$ cat src/rtl/morse_pkg.sv
// morse_pkg -- shared constants and FSM state type for the Morse receive path.
// Revision: 1.0
`default_nettype none

package morse_pkg;

  localparam int         UNIT_CHAR_GAP = 2;
  localparam int         UNIT_WORD_GAP = 6;
  localparam logic [7:0] ASCII_SPACE   = 8'h20;
  localparam logic [7:0] ASCII_UNKNOWN = 8'h3F;

  typedef enum logic [1:0] {
    ST_IDLE = 2'd0,
    ST_MARK = 2'd1,
    ST_GAP  = 2'd2,
    ST_WORD = 2'd3
  } state_e;

endpackage

`default_nettype wire

$ cat src/rtl/morse2ascii_lut.sv
// morse2ascii_lut -- element pattern (first element in bit 0, dash = 1) to ASCII.
// Revision: 1.0
`default_nettype none

module morse2ascii_lut
  import morse_pkg::*;
(
  input  logic [2:0] len,
  input  logic [5:0] code,
  output logic [7:0] ascii,
  output logic       hit
);

  always_comb begin
    ascii = ASCII_UNKNOWN;
    hit   = 1'b1;
    case ({len, code})
      {3'd1, 6'b000000}: ascii = "E";
      {3'd1, 6'b000001}: ascii = "T";
      {3'd2, 6'b000010}: ascii = "A";
      {3'd2, 6'b000000}: ascii = "I";
      {3'd2, 6'b000011}: ascii = "M";
      {3'd2, 6'b000001}: ascii = "N";
      {3'd3, 6'b000001}: ascii = "D";
      {3'd3, 6'b000011}: ascii = "G";
      {3'd3, 6'b000101}: ascii = "K";
      {3'd3, 6'b000111}: ascii = "O";
      {3'd3, 6'b000010}: ascii = "R";
      {3'd3, 6'b000000}: ascii = "S";
      {3'd3, 6'b000100}: ascii = "U";
      {3'd3, 6'b000110}: ascii = "W";
      {3'd4, 6'b000001}: ascii = "B";
      {3'd4, 6'b000101}: ascii = "C";
      {3'd4, 6'b000100}: ascii = "F";
      {3'd4, 6'b000000}: ascii = "H";
      {3'd4, 6'b001110}: ascii = "J";
      {3'd4, 6'b000010}: ascii = "L";
      {3'd4, 6'b000110}: ascii = "P";
      {3'd4, 6'b001011}: ascii = "Q";
      {3'd4, 6'b001000}: ascii = "V";
      {3'd4, 6'b001001}: ascii = "X";
      {3'd4, 6'b001101}: ascii = "Y";
      {3'd4, 6'b000011}: ascii = "Z";
      {3'd5, 6'b011111}: ascii = "0";
      {3'd5, 6'b011110}: ascii = "1";
      {3'd5, 6'b011100}: ascii = "2";
      {3'd5, 6'b011000}: ascii = "3";
      {3'd5, 6'b010000}: ascii = "4";
      {3'd5, 6'b000000}: ascii = "5";
      {3'd5, 6'b000001}: ascii = "6";
      {3'd5, 6'b000011}: ascii = "7";
      {3'd5, 6'b000111}: ascii = "8";
      {3'd5, 6'b001111}: ascii = "9";
      default:           hit   = 1'b0;
    endcase
  end

endmodule

`default_nettype wire

$ cat src/rtl/morse2ascii.sv
// morse2ascii -- decodes an on-off-keyed Morse line into ASCII bytes on a valid/ready port.
// Revision: 1.0
`default_nettype none

module morse2ascii
  import morse_pkg::*;
#(
  parameter int PRESCALER = 100000,
  parameter int MAX_ELEM  = 6
) (
  input  logic       clk,
  input  logic       rst,
  input  logic       morse_in,
  output logic [7:0] ascii_out,
  output logic       out_valid,
  input  logic       out_ready,
  output logic       overrun
);

  localparam int            CW       = $clog2(PRESCALER);
  localparam logic [CW-1:0] CYC_HALF = CW'(PRESCALER / 2);
  localparam logic [CW-1:0] CYC_LAST = CW'(PRESCALER - 1);
  localparam logic [2:0]    LEN_MAX  = 3'(MAX_ELEM);
  localparam logic [2:0]    U_CHAR   = 3'(UNIT_CHAR_GAP);
  localparam logic [2:0]    U_WORD   = 3'(UNIT_WORD_GAP);

  logic          sync1_q, s_q;
  logic [CW-1:0] cyc_q, cyc_d;
  logic [2:0]    units_q, units_d;
  state_e        state_q, state_d, prev_q, prev_d;
  logic [5:0]    code_q, code_d;
  logic [2:0]    len_q, len_d;
  logic          err_q, err_d;
  logic [7:0]    ascii_q, ascii_d;
  logic          valid_q, valid_d;
  logic          ovr_q, ovr_d;

  logic          s_edge, s_rise, s_fall;
  logic          emit;
  logic [7:0]    emit_byte;
  logic [7:0]    lut_ascii;
  logic          lut_hit;

  // Edges are taken where s_q is about to change, so the timer reloads on the same clock as s_q.
  assign s_edge = sync1_q ^ s_q;
  assign s_rise = s_edge & sync1_q;
  assign s_fall = s_edge & ~sync1_q;

  morse2ascii_lut u_lut (
    .len   (len_q),
    .code  (code_q),
    .ascii (lut_ascii),
    .hit   (lut_hit)
  );

  always_comb begin
    cyc_d   = cyc_q;
    units_d = units_q;
    if (s_edge) begin
      cyc_d   = CYC_HALF;
      units_d = 3'd0;
    end else if (cyc_q == CYC_LAST) begin
      cyc_d = '0;
      if (units_q != 3'd7) units_d = units_q + 3'd1;
    end else begin
      cyc_d = cyc_q + CW'(1);
    end
  end

  always_comb begin
    state_d   = state_q;
    prev_d    = prev_q;
    code_d    = code_q;
    len_d     = len_q;
    err_d     = err_q;
    emit      = 1'b0;
    emit_byte = ASCII_SPACE;
    case (state_q)
      ST_IDLE: begin
        if (s_rise) begin
          prev_d  = ST_IDLE;
          state_d = ST_MARK;
        end
      end
      ST_MARK: begin
        if (s_fall) begin
          if (units_q == 3'd0) begin
            state_d = prev_q;
          end else begin
            state_d = ST_GAP;
            if (len_q == LEN_MAX) begin
              err_d = 1'b1;
            end else begin
              code_d = code_q | (6'(units_q >= 3'd2) << len_q);
              len_d  = len_q + 3'd1;
            end
          end
        end
      end
      ST_GAP: begin
        if (units_q >= U_CHAR) begin
          emit      = 1'b1;
          emit_byte = (err_q || !lut_hit) ? ASCII_UNKNOWN : lut_ascii;
          code_d    = '0;
          len_d     = '0;
          err_d     = 1'b0;
          prev_d    = ST_WORD;
          state_d   = s_rise ? ST_MARK : ST_WORD;
        end else if (s_rise) begin
          prev_d  = ST_GAP;
          state_d = ST_MARK;
        end
      end
      ST_WORD: begin
        if (units_q >= U_WORD) begin
          emit    = 1'b1;
          prev_d  = ST_IDLE;
          state_d = s_rise ? ST_MARK : ST_IDLE;
        end else if (s_rise) begin
          prev_d  = ST_WORD;
          state_d = ST_MARK;
        end
      end
      default: state_d = ST_IDLE;
    endcase
  end

  always_comb begin
    ascii_d = ascii_q;
    valid_d = valid_q;
    ovr_d   = ovr_q;
    if (emit) begin
      if (!valid_q || out_ready) begin
        ascii_d = emit_byte;
        valid_d = 1'b1;
      end else begin
        ovr_d = 1'b1;
      end
    end else if (valid_q && out_ready) begin
      valid_d = 1'b0;
    end
  end

  // Synchronizer resets high so a line already keyed at release gives no rising edge.
  always_ff @(posedge clk) begin
    if (rst) begin
      sync1_q <= 1'b1;
      s_q     <= 1'b1;
      cyc_q   <= '0;
      units_q <= '0;
      state_q <= ST_IDLE;
      prev_q  <= ST_IDLE;
      code_q  <= '0;
      len_q   <= '0;
      err_q   <= 1'b0;
      ascii_q <= '0;
      valid_q <= 1'b0;
      ovr_q   <= 1'b0;
    end else begin
      sync1_q <= morse_in;
      s_q     <= sync1_q;
      cyc_q   <= cyc_d;
      units_q <= units_d;
      state_q <= state_d;
      prev_q  <= prev_d;
      code_q  <= code_d;
      len_q   <= len_d;
      err_q   <= err_d;
      ascii_q <= ascii_d;
      valid_q <= valid_d;
      ovr_q   <= ovr_d;
    end
  end

  assign ascii_out = ascii_q;
  assign out_valid = valid_q;
  assign overrun   = ovr_q;

endmodule

`default_nettype wire

$ cat config.mk
export PLATFORM = sky130hd
export DESIGN_NAME = morse2ascii
export DESIGN_NICKNAME = d
export VERILOG_FILES = /design/src/rtl/morse_pkg.sv /design/src/rtl/morse2ascii_lut.sv /design/src/rtl/morse2ascii.sv
export SDC_FILE = /design/constraint.sdc
export NUM_CORES = 1
export LEC_CHECK = 0
export BUFFER_PORTS_ARGS = -buffer_cell sky130_fd_sc_hd__buf_2
export CORE_MARGIN = 2
export CORE_UTILIZATION = 35
export CTS_BUF_LIST = sky130_fd_sc_hd__clkbuf_4 sky130_fd_sc_hd__clkbuf_8 sky130_fd_sc_hd__clkbuf_16
export DETAILED_ROUTE_END_ITERATION = 16
export GPL_ROUTABILITY_DRIVEN = 0
export GPL_TIMING_DRIVEN = 0
export PLACE_DENSITY_LB_ADDON = 0.08
export SLEW_MARGIN = 20
export SYNTH_ARGS = -nofsm -noshare
export SYNTH_HDL_FRONTEND = slang
export SYNTH_SLANG_ARGS = --single-unit
$ cat constraint.sdc
create_clock -name clk -period 2.39 [get_ports clk]
set_clock_uncertainty 0.2 [all_clocks]
set_input_delay 0.239 -clock clk [delete_from_list [all_inputs] [get_ports clk]]
set_output_delay 0.239 -clock clk [all_outputs]
set_load 0.02 [all_outputs]
==> results.toml, run 1 <==
[final_layout]
final_nets = 375
fin_cells = 461
fin_area_mm2 = 0.00313
final_core_util_pct = 42.6
area_growth_syn_to_layout_pct = 16.7
diodes = 0
layout-drive-gt1-share_pct = 18.0

[floorplanning]
ios = 14
die_h_um = 91.5
core-area_mm2 = 0.00733
rows = 31
initial_utilization_pct = 36.5
die_area_mm2 = 0.00837
die_x_um = 91.5

[global_routing]
antenna_found_initial = 0
grt-ovfl-total = 0
track_usage_pct = 17.1
grt_max_degree = 17
first_global_vias = 2394
grt_pass1_wl_um = 11700

[critical_path]
worstPathArrival_ps = 2440
r2r-end = "ascii_out[5]"
critPathRequiredTime_ps = 2380
reg2reg_from = "len_q[0]"
start_kind = "flip-flop"
criticalPathCategory = "flip-flop to flip-flop"
worstPathMaxFanout = 5
reg2reg_slack_ps = -50
endpoint_kind = "flip-flop"
ff2ff_path_depth = 9

[routing]
vias = 2539
drtAntennaViolNets = 0
vias_per_cell = 5.51
wl_per_cell_um = 15.2
post-route-drc-count = 0
wl_um = 7030
initialDrtViolationCount = 164
drt-pass1-iter-count = 5

[min_path]
hold_class = "input pin to flip-flop"
hold_start = "out_ready"
holdPathStages = 3
hold_path_end = "out_valid"

[placement]
dp.cells = 448
place_area_mm2 = 0.00286
numPortBuffers = 12
hpwlAfterDp_um = 5080

[sta]
finalHoldViolCount = 0
fin_crit_sh_pct = 102
max_freq_ghz = 0.409
tightest_slew_ps = 590
final_max_slew_viol_count = 0
period_minus_slack_ps = 2440
setup_viol = 1
slew_headroom_pct = 60.5
rsz0062_at_grt = "true"
fin_ws_ps = -54.9

[synth]
synthesis.area_mm2 = 0.00268
netlist_instances = 337
yosysMostFrequentCell = "dfxtp_1"
synth_commonest_cells = "dfxtp_1 (45), nor2_1 (39), nand2_1 (38), a21oi_1 (23), nand3_1 (15)"
ys_types = 61
synthFlopType = "dfxtp_1"
postSynthAreaPerCell_um2 = 7.95
synth_edf_count = 0
yosysTopAreaCell = "dfxtp_1"
async_flop_share_pct = 0
yosysWarnings = 0
synth_area_leaders = "dfxtp_1 (34%), nor2_1 (5.5%), nand2_1 (5.3%)"
syn_nets = 351
synth.top_cell.area_share_pct = 33.6
ys_ff_latch = 45
ys_seq_area_share_pct = 33.6

[clock_tree]
cts_max_level = 2
clk_pin_slew_ps = 90
cts_buffers = 5
clkLatencyLatePin_ps = 310
clkSinkCount = 45
cts_buffer_depth = 2
cts_tree = "yes"
clockRootBuffer = "clkbuf_8"

[power_and_ir_drop]
power_mw = 1.34
p_leak_nw = 1.16
ir_drop_mv = 0.201
power_density_mw_per_mm2 = 429

[run]
cap_violations = 0

[outcome]
status = "finished, violations left"
violations = "setup timing"
[cells in the final DEF (no fill, tap or decap), types with 5 or more instances in the layout]
master	n
xor2_1	8
nor3_1	10
buf_4	6
dfxtp_1	42
or2_2	5
a31oi_1	7
inv_1	8
nand3_1	15
nand2_1	38
a211oi_1	5
buf_2	18
nor2b_1	8
clkbuf_8	5
ha_1	8
a21oi_1	23
clkbuf_1	5
nor2_1	39
xnor2_1	7
nand2b_1	9
o21ai_0	9
[stage by stage]
| stage | setup WS [ps] | TNS, ps | hold WS [ps] |
|---|---|---|---|
| final | -54.9 | -54.9 | 117 |
| after detailed placement | -432 | -1790 | 226 |
| after floorplan | 83.1 | 0 | 143 |
| after CTS | -10.9 | -11.9 | 102 |
| after global placement | -475 | -2070 | 229 |
| after global routing | -149 | -370 | 116 |
[worst max-delay path by stage]
stage / from / to / slack [ps]
4_1_cts: len_q[1] / ascii_out[2] / -10
5_1_grt: len_q[2] / ascii_out[5] / -150
3_3_place_gp: len_q[0] / ascii_out[1] / -480
3_5_place_dp: len_q[0] / ascii_out[1] / -430
2_1_floorplan: len_q[0] / ascii_out[2] / 80
6_report: len_q[0] / ascii_out[5] / -50
[cells by family after synthesis]
kind of cell	synth area share (%)
AO/OA/AOI/OAI	21.3
other	0.140
buffers and inverters	4.81
XOR/XNOR	4.90
multiplexers	0.747
AND/OR/NAND/NOR	29.8
flip-flops	33.6
adder cells (fa/ha/maj)	4.67
[worst max-delay path: stages (launching register included)]
cell,delay (ps)
dfxtp_4,380
inv_6,70
ha_4,160
nand3b_4,70
or4_4,450
o221ai_4,240
nor4_4,80
buf_4,150
nor2b_4,120
o41a_1,400
[cell type report]
class	count	area [um2]
clock buffer	5	68.8
tap	99	124
fill	751	4210
timing repair buffer	18	108
buffer	16	81.3
inverter	12	52.6
sequential	45	910
clock inverter	3	25.0
multi-input combinational	263	1760
[where the power goes]
group	internal (mW)	total, mW	leakage, nW	switching, mW
Clock	0.212	0.508	0.0447	0.297
Sequential	0.762	0.774	0.367	0.0123
Combinational	0.0246	0.0595	0.751	0.0349
Total	0.998	1.34	1.16	0.344
[routing by layer]
layer  global-route usage, %  up-vias  share of wire [%]
li1                        -     1259                  -
met1                    23.5     1158                 48
met2                    26.3       98                 43
met3                    3.15       24                5.8
met4                    6.69        0                3.3
met5                       0        -                  0
[flip-flops by register name, summed over array words and instances (netlist names)]
signal and count:
err_q 1, s_q 1, state_q 2, code_q 6, cyc_q 17, sync1_q 1
prev_q 2, overrun 1, out_valid 1, len_q 3, units_q 3, ascii_out 7
[timing repair]
item / 4_1_cts / 5_1_grt
pin swaps: 2 / 9
hold buffers: 1 / 0
endpoints found under the setup margin: 5 / 18
hold endpoints to repair: 1 / 0
gates cloned: 0 / 0
resized for setup: 13 / 14
buffers inserted: 0 / 5
Power figures use the tool's default switching activity.
==> run 2, diff against run 1 <==
--- a/config.mk
+++ b/config.mk
@@ -13,6 +13,7 @@
 export GPL_ROUTABILITY_DRIVEN = 0
 export GPL_TIMING_DRIVEN = 0
 export PLACE_DENSITY_LB_ADDON = 0.08
+export SKIP_CTS_REPAIR_TIMING = 1
 export SLEW_MARGIN = 20
 export SYNTH_ARGS = -nofsm -noshare
 export SYNTH_HDL_FRONTEND = slang
==> results.toml, run 2 (synthesis results as in run 1) <==
[global_routing]
first_global_vias = 2388
grt_pass1_wl_um = 11500
use_met2_pct = 25.8
track_usage_pct = 16.7
grt.met1_usage_pct = 23.0
grt_util_met3_pct = 2.99
grt_max_degree = 17
antenna_found_initial = 0
grt-ovfl-total = 0
grt-busiest-layer = "met2"

[final_layout]
largest_register_ffs = 17
layout-drive-gt1-share_pct = 20.3
final_nets = 383
diodes = 0
final_common_cell = "dfxtp_1"
largest_register = "cyc_q"
area_growth_syn_to_layout_pct = 19.7
mostFrequentLayoutCells = "dfxtp_1 (42), nor2_1 (39), nand2_1 (38), a21oi_1 (22), buf_2 (17)"

[power_and_ir_drop]
power_density_mw_per_mm2 = 419
p_leak_nw = 1.20
ir_drop_mv = 0.200

[critical_path]
start_kind = "flip-flop"
criticalPathCategory = "flip-flop to flip-flop"
worstPathMaxFanout = 5
r2r-end = "ascii_out[5]"
worstSetupStartpoint = "len_q[0]"
slowest_delay_ps = 450
critPathTopFamily = "simple AND/OR/NAND/NOR gates"
endpoint_kind = "flip-flop"
reg2reg_slack_ps = 20
ff2ff_path_depth = 8
worstPathArrival_ps = 2360
cp_cell_sequence = "clkinvlp_4, ha_4, nand3b_4, or4_4, o221ai_4, nor4_4, nor2b_4, o41a_1"
crit_end = "ascii_out[5]"
cp_slowest_cell = "or4_4"
critPathRequiredTime_ps = 2380
worst-path-stages = 8
crit_buf_inv = 1
reg2reg_from = "len_q[0]"

[floorplanning]
initial_utilization_pct = 36.5
rows = 31
ios = 14
die_h_um = 91.5
core-area_mm2 = 0.00733
die_area_mm2 = 0.00837
die_x_um = 91.5

[clock_tree]
clockRootBuffer = "clkbuf_8"
cts_max_level = 2
cts_tree = "yes"
cts_buffer_depth = 2
clk_pin_slew_ps = 90
clkSinkCount = 45
clkLatencyLatePin_ps = 310
cts_buffers = 5

[placement]
numPortBuffers = 12
hpwlAfterDp_um = 5080
pre_cts_ws_ps = -432

[routing]
wl_per_cell_um = 15.2
initialDrtViolationCount = 148
drtAntennaViolNets = 0
post-route-drc-count = 0
drt-pass1-iter-count = 4
vias_per_cell = 5.47
vias = 2566
wl_um = 7120

[sta]
setup_tns_ps = 0
slew_headroom_pct = 62.3
finalHoldViolCount = 0
fin_ws_ps = 21.6
setup_viol = 0
period_minus_slack_ps = 2370
rsz0062_at_grt = "true"
final_max_slew_viol_count = 0
tightest_slew_ps = 551
fin_crit_sh_pct = 99.1
max_freq_ghz = 0.422

[outcome]
status = "finished, final reports clean"

[min_path]
hold_class = "input pin to flip-flop"

[run]
cap_violations = 0
==> run 2: through the flow <==
step	cells	util, %	power, mW	cell area, um2	hold WS (ps)
floorplan	337	-	0.835	2680	143
global placement	448	39.1	0.853	2860	229
detailed placement	448	39.1	0.854	2860	226
CTS	456	40.3	1.37	2960	-97.2
global route	469	43.7	1.40	3210	116
finish	469	43.7	1.34	3210	120
==> run 2: worst min-delay path, delay by kind of cell <==
family	cells	cell delay [ps]
AOI/OAI and AO/OA	1	90
buffers and inverters	1	70
and+or+nand+nor	1	170
==> run 2: per-layer routing <==
metal,vias to the layer above,share of wire (%),wire [um]
li1,1277,-,-
met1,1167,47,3340
met2,104,44,3170
met3,18,6.4,459
met4,0,2.1,152
met5,-,0,0
==> run 2: power breakdown <==
part           switching [mW]  total (mW)  leakage [nW]  internal (mW)
logic                  0.0350      0.0596         0.792         0.0246
registers              0.0123       0.774         0.367          0.762
clock network           0.298       0.510        0.0447          0.212
==> run 2: area by class of cell <==
type / instances / area, um2
inverters: 12 / 48.8
multi-input cells: 263 / 1770
plain buffers: 16 / 87.6
flip-flops and latches: 45 / 910
repair buffers: 26 / 168
clock buffers: 5 / 68.8
fillers: 745 / 4130
well taps: 99 / 124
clock inverters: 3 / 25.0
==> run 2: worst min path at each step <==
stage,startpoint,end,slack [ps],cells after the start
2_1_floorplan,morse_in,sync1_q,140,1
3_3_place_gp,cyc_q[0],cyc_q[0],230,1
3_5_place_dp,morse_in,sync1_q,230,2
4_1_cts,morse_in,sync1_q,-100,2
5_1_grt,out_ready,out_valid,120,3
6_report,out_ready,out_valid,120,3
==> run 3, diff against run 2 <==
--- a/config.mk
+++ b/config.mk
@@ -5,6 +5,7 @@
 export SDC_FILE = /design/constraint.sdc
 export NUM_CORES = 1
 export LEC_CHECK = 0
+export ABC_AREA = 1
 export BUFFER_PORTS_ARGS = -buffer_cell sky130_fd_sc_hd__buf_2
 export CORE_MARGIN = 2
 export CORE_UTILIZATION = 35
==> results.toml, run 3 <==
[synth]
postSynthAreaPerCell_um2 = 6.33
synth_commonest_cells = "nand2_1 (93), nor2_1 (72), inv_1 (52), dfxtp_1 (45), nand3_1 (37)"
yosysWarnings = 0
ys_types = 32
synth_area_leaders = "dfxtp_1 (33%), nand2_1 (13%), nor2_1 (9.9%)"
syn_nets = 444
ys_seq_area_share_pct = 33.1
ys_ff_latch = 45
yosysTopAreaCell = "dfxtp_1"
yosysMostFrequentCell = "nand2_1"
synth_edf_count = 0
synthesis.area_mm2 = 0.00272
synthFlopType = "dfxtp_1"
synth.top_cell.area_share_pct = 33.1
async_flop_share_pct = 0
netlist_instances = 430

[routing]
post-route-drc-count = 0
vias_per_cell = 4.81
drtAntennaViolNets = 0
wl_um = 6660
drt-pass1-iter-count = 5
vias = 2660
initialDrtViolationCount = 116
wl_per_cell_um = 12.0

[floorplanning]
core-area_mm2 = 0.00765
die_area_mm2 = 0.00850
die_x_um = 92.2
die_h_um = 92.2
initial_utilization_pct = 35.6
rows = 32
ios = 14

[final_layout]
fin_area_mm2 = 0.00302
mostFrequentLayoutCells = "nand2_1 (93), nor2_1 (71), inv_1 (52), dfxtp_1 (44), nand3_1 (37)"
ff_latch_area_um2 = 902
final_common_cell = "nand2_1"
diodes = 0
multiInputGateArea_mm2 = 0.00156
fin_cells = 553
area_growth_syn_to_layout_pct = 10.8
largest_register_ffs = 17
nFillCells = 844
largest_register = "cyc_q"
layout-drive-gt1-share_pct = 11.8
final_nets = 464

[clock_tree]
clkLatencyLatePin_ps = 290
cts_buffer_depth = 2
clockRootBuffer = "clkbuf_8"
clkSinkCount = 45
clk_pin_slew_ps = 90
cts_tree = "yes"
cts_max_level = 2
cts_buffers = 5

[critical_path]
worstPathMaxFanout = 7
critPathRequiredTime_ps = 2360
reg2reg_from = "len_q[1]"
reg2reg_slack_ps = 280
r2r-end = "ascii_out[1]"
worstPathArrival_ps = 2080
worstSetupStartpoint = "len_q[1]"
endpoint_kind = "flip-flop"
start_kind = "flip-flop"
ff2ff_path_depth = 11
criticalPathCategory = "flip-flop to flip-flop"

[placement]
dp.cells = 544
hpwlAfterDp_um = 5300
numPortBuffers = 12
place_area_mm2 = 0.00291

[sta]
fin_crit_sh_pct = 88.2
period_minus_slack_ps = 2110
setup_viol = 0
setup_tns_ps = 0
max_freq_ghz = 0.475
tightest_slew_ps = 518
final_max_slew_viol_count = 0
slew_headroom_pct = 65.5
rsz0062_at_grt = "false"
finalHoldViolCount = 0

[power_and_ir_drop]
power_mw = 1.37
ir_drop_mv = 0.188
power_density_mw_per_mm2 = 454
p_leak_nw = 1.42

[min_path]
hold_class = "input pin to flip-flop"
hold_path_end = "units_q[2]"
hold_start = "rst"
holdPathStages = 4

[run]
cap_violations = 0

[global_routing]
grt_max_degree = 16
grt-ovfl-total = 0
track_usage_pct = 16.4
antenna_found_initial = 0
grt_pass1_wl_um = 11400
first_global_vias = 2450

[outcome]
status = "finished, final reports clean"
-- run 3: changes by cell type in the layout (fill, tap and decap cells not counted), moves of 5 or more --
| cell | change |
|---|---|
| nand3_1 | +22 |
| a21oi_1 | +12 |
| inv_1 | +44 |
| nand4_1 | +7 |
| o21ai_0 | +5 |
| nand2_1 | +55 |
| buf_4 | -12 |
| inv_2 | +7 |
| nor2_1 | +32 |
| a31oi_1 | -7 |
| nand2b_1 | -9 |
| nor2_2 | +6 |
| nor2b_1 | -7 |
-- run 3: routing by layer --
metal / track usage [%] / routed length [um]
met1: 22.7 / 3210
met4: 4.35 / 79
met5: 0 / 0
met3: 3.20 / 358
met2: 26.3 / 3010
-- run 3: power breakdown --
group,total (mW),internal (mW),switching (mW)
registers,0.786,0.768,0.0179
clock network,0.472,0.208,0.265
logic,0.113,0.0391,0.0738
total,1.37,1.01,0.356
-- run 3: worst max-delay path: stages (launching register included) --
cell and delay (ps):
dfxtp_2 360, inv_1 160, ha_2 260, nand3_1 160, nor3_1 270, nor2_1 120
nand2_1 70, nor2_1 40, nand2_1 110, nand3_1 100, nand2_1 70, a21oi_1 50
-- run 3: worst max-delay path by stage --
| stage | endpoint | slack [ps] | depth (start not counted) |
|---|---|---|---|
| after floorplan | ascii_out[0] | 580 | 13 |
| after global placement | ascii_out[1] | 200 | 13 |
| after detailed placement | ascii_out[1] | 210 | 13 |
| after CTS | ascii_out[1] | 200 | 13 |
| after global routing | ascii_out[6] | 60 | 12 |
| final | ascii_out[1] | 280 | 11 |
-- run 3: cells by family after synthesis --
group / after synthesis / share of synthesized area, %
simple gates: 242 / 39.2
compound gates: 57 / 11.1
buf+inv: 68 / 9.70
fa+ha+maj: 10 / 4.60
flops: 45 / 33.1
other cells: 1 / 0.138
xor+xnor: 7 / 2.25
-- run 3: final cells by class --
| cell class | count | area share [%] |
|---|---|---|
| clock inverter | 3 | 0.746 |
| multi-input combinational | 317 | 51.8 |
| inverter | 63 | 7.84 |
| buffer | 5 | 0.912 |
| sequential | 45 | 29.9 |
| timing repair buffer | 13 | 2.32 |
| clock buffer | 5 | 2.28 |
| tap | 102 | 4.23 |
-- run 3: through the flow --
| stage | hold WS (ps) | util, % | setup slack (ps) |
|---|---|---|---|
| 5_1_grt | 56.4 | 39.5 | 56.1 |
| 2_1_floorplan | 143 | - | 582 |
| 6_report | 42.6 | 39.5 | 283 |
| 3_3_place_gp | 233 | 38.1 | 201 |
| 3_5_place_dp | 243 | 38.1 | 209 |
| 4_1_cts | -59.8 | 39.3 | 197 |
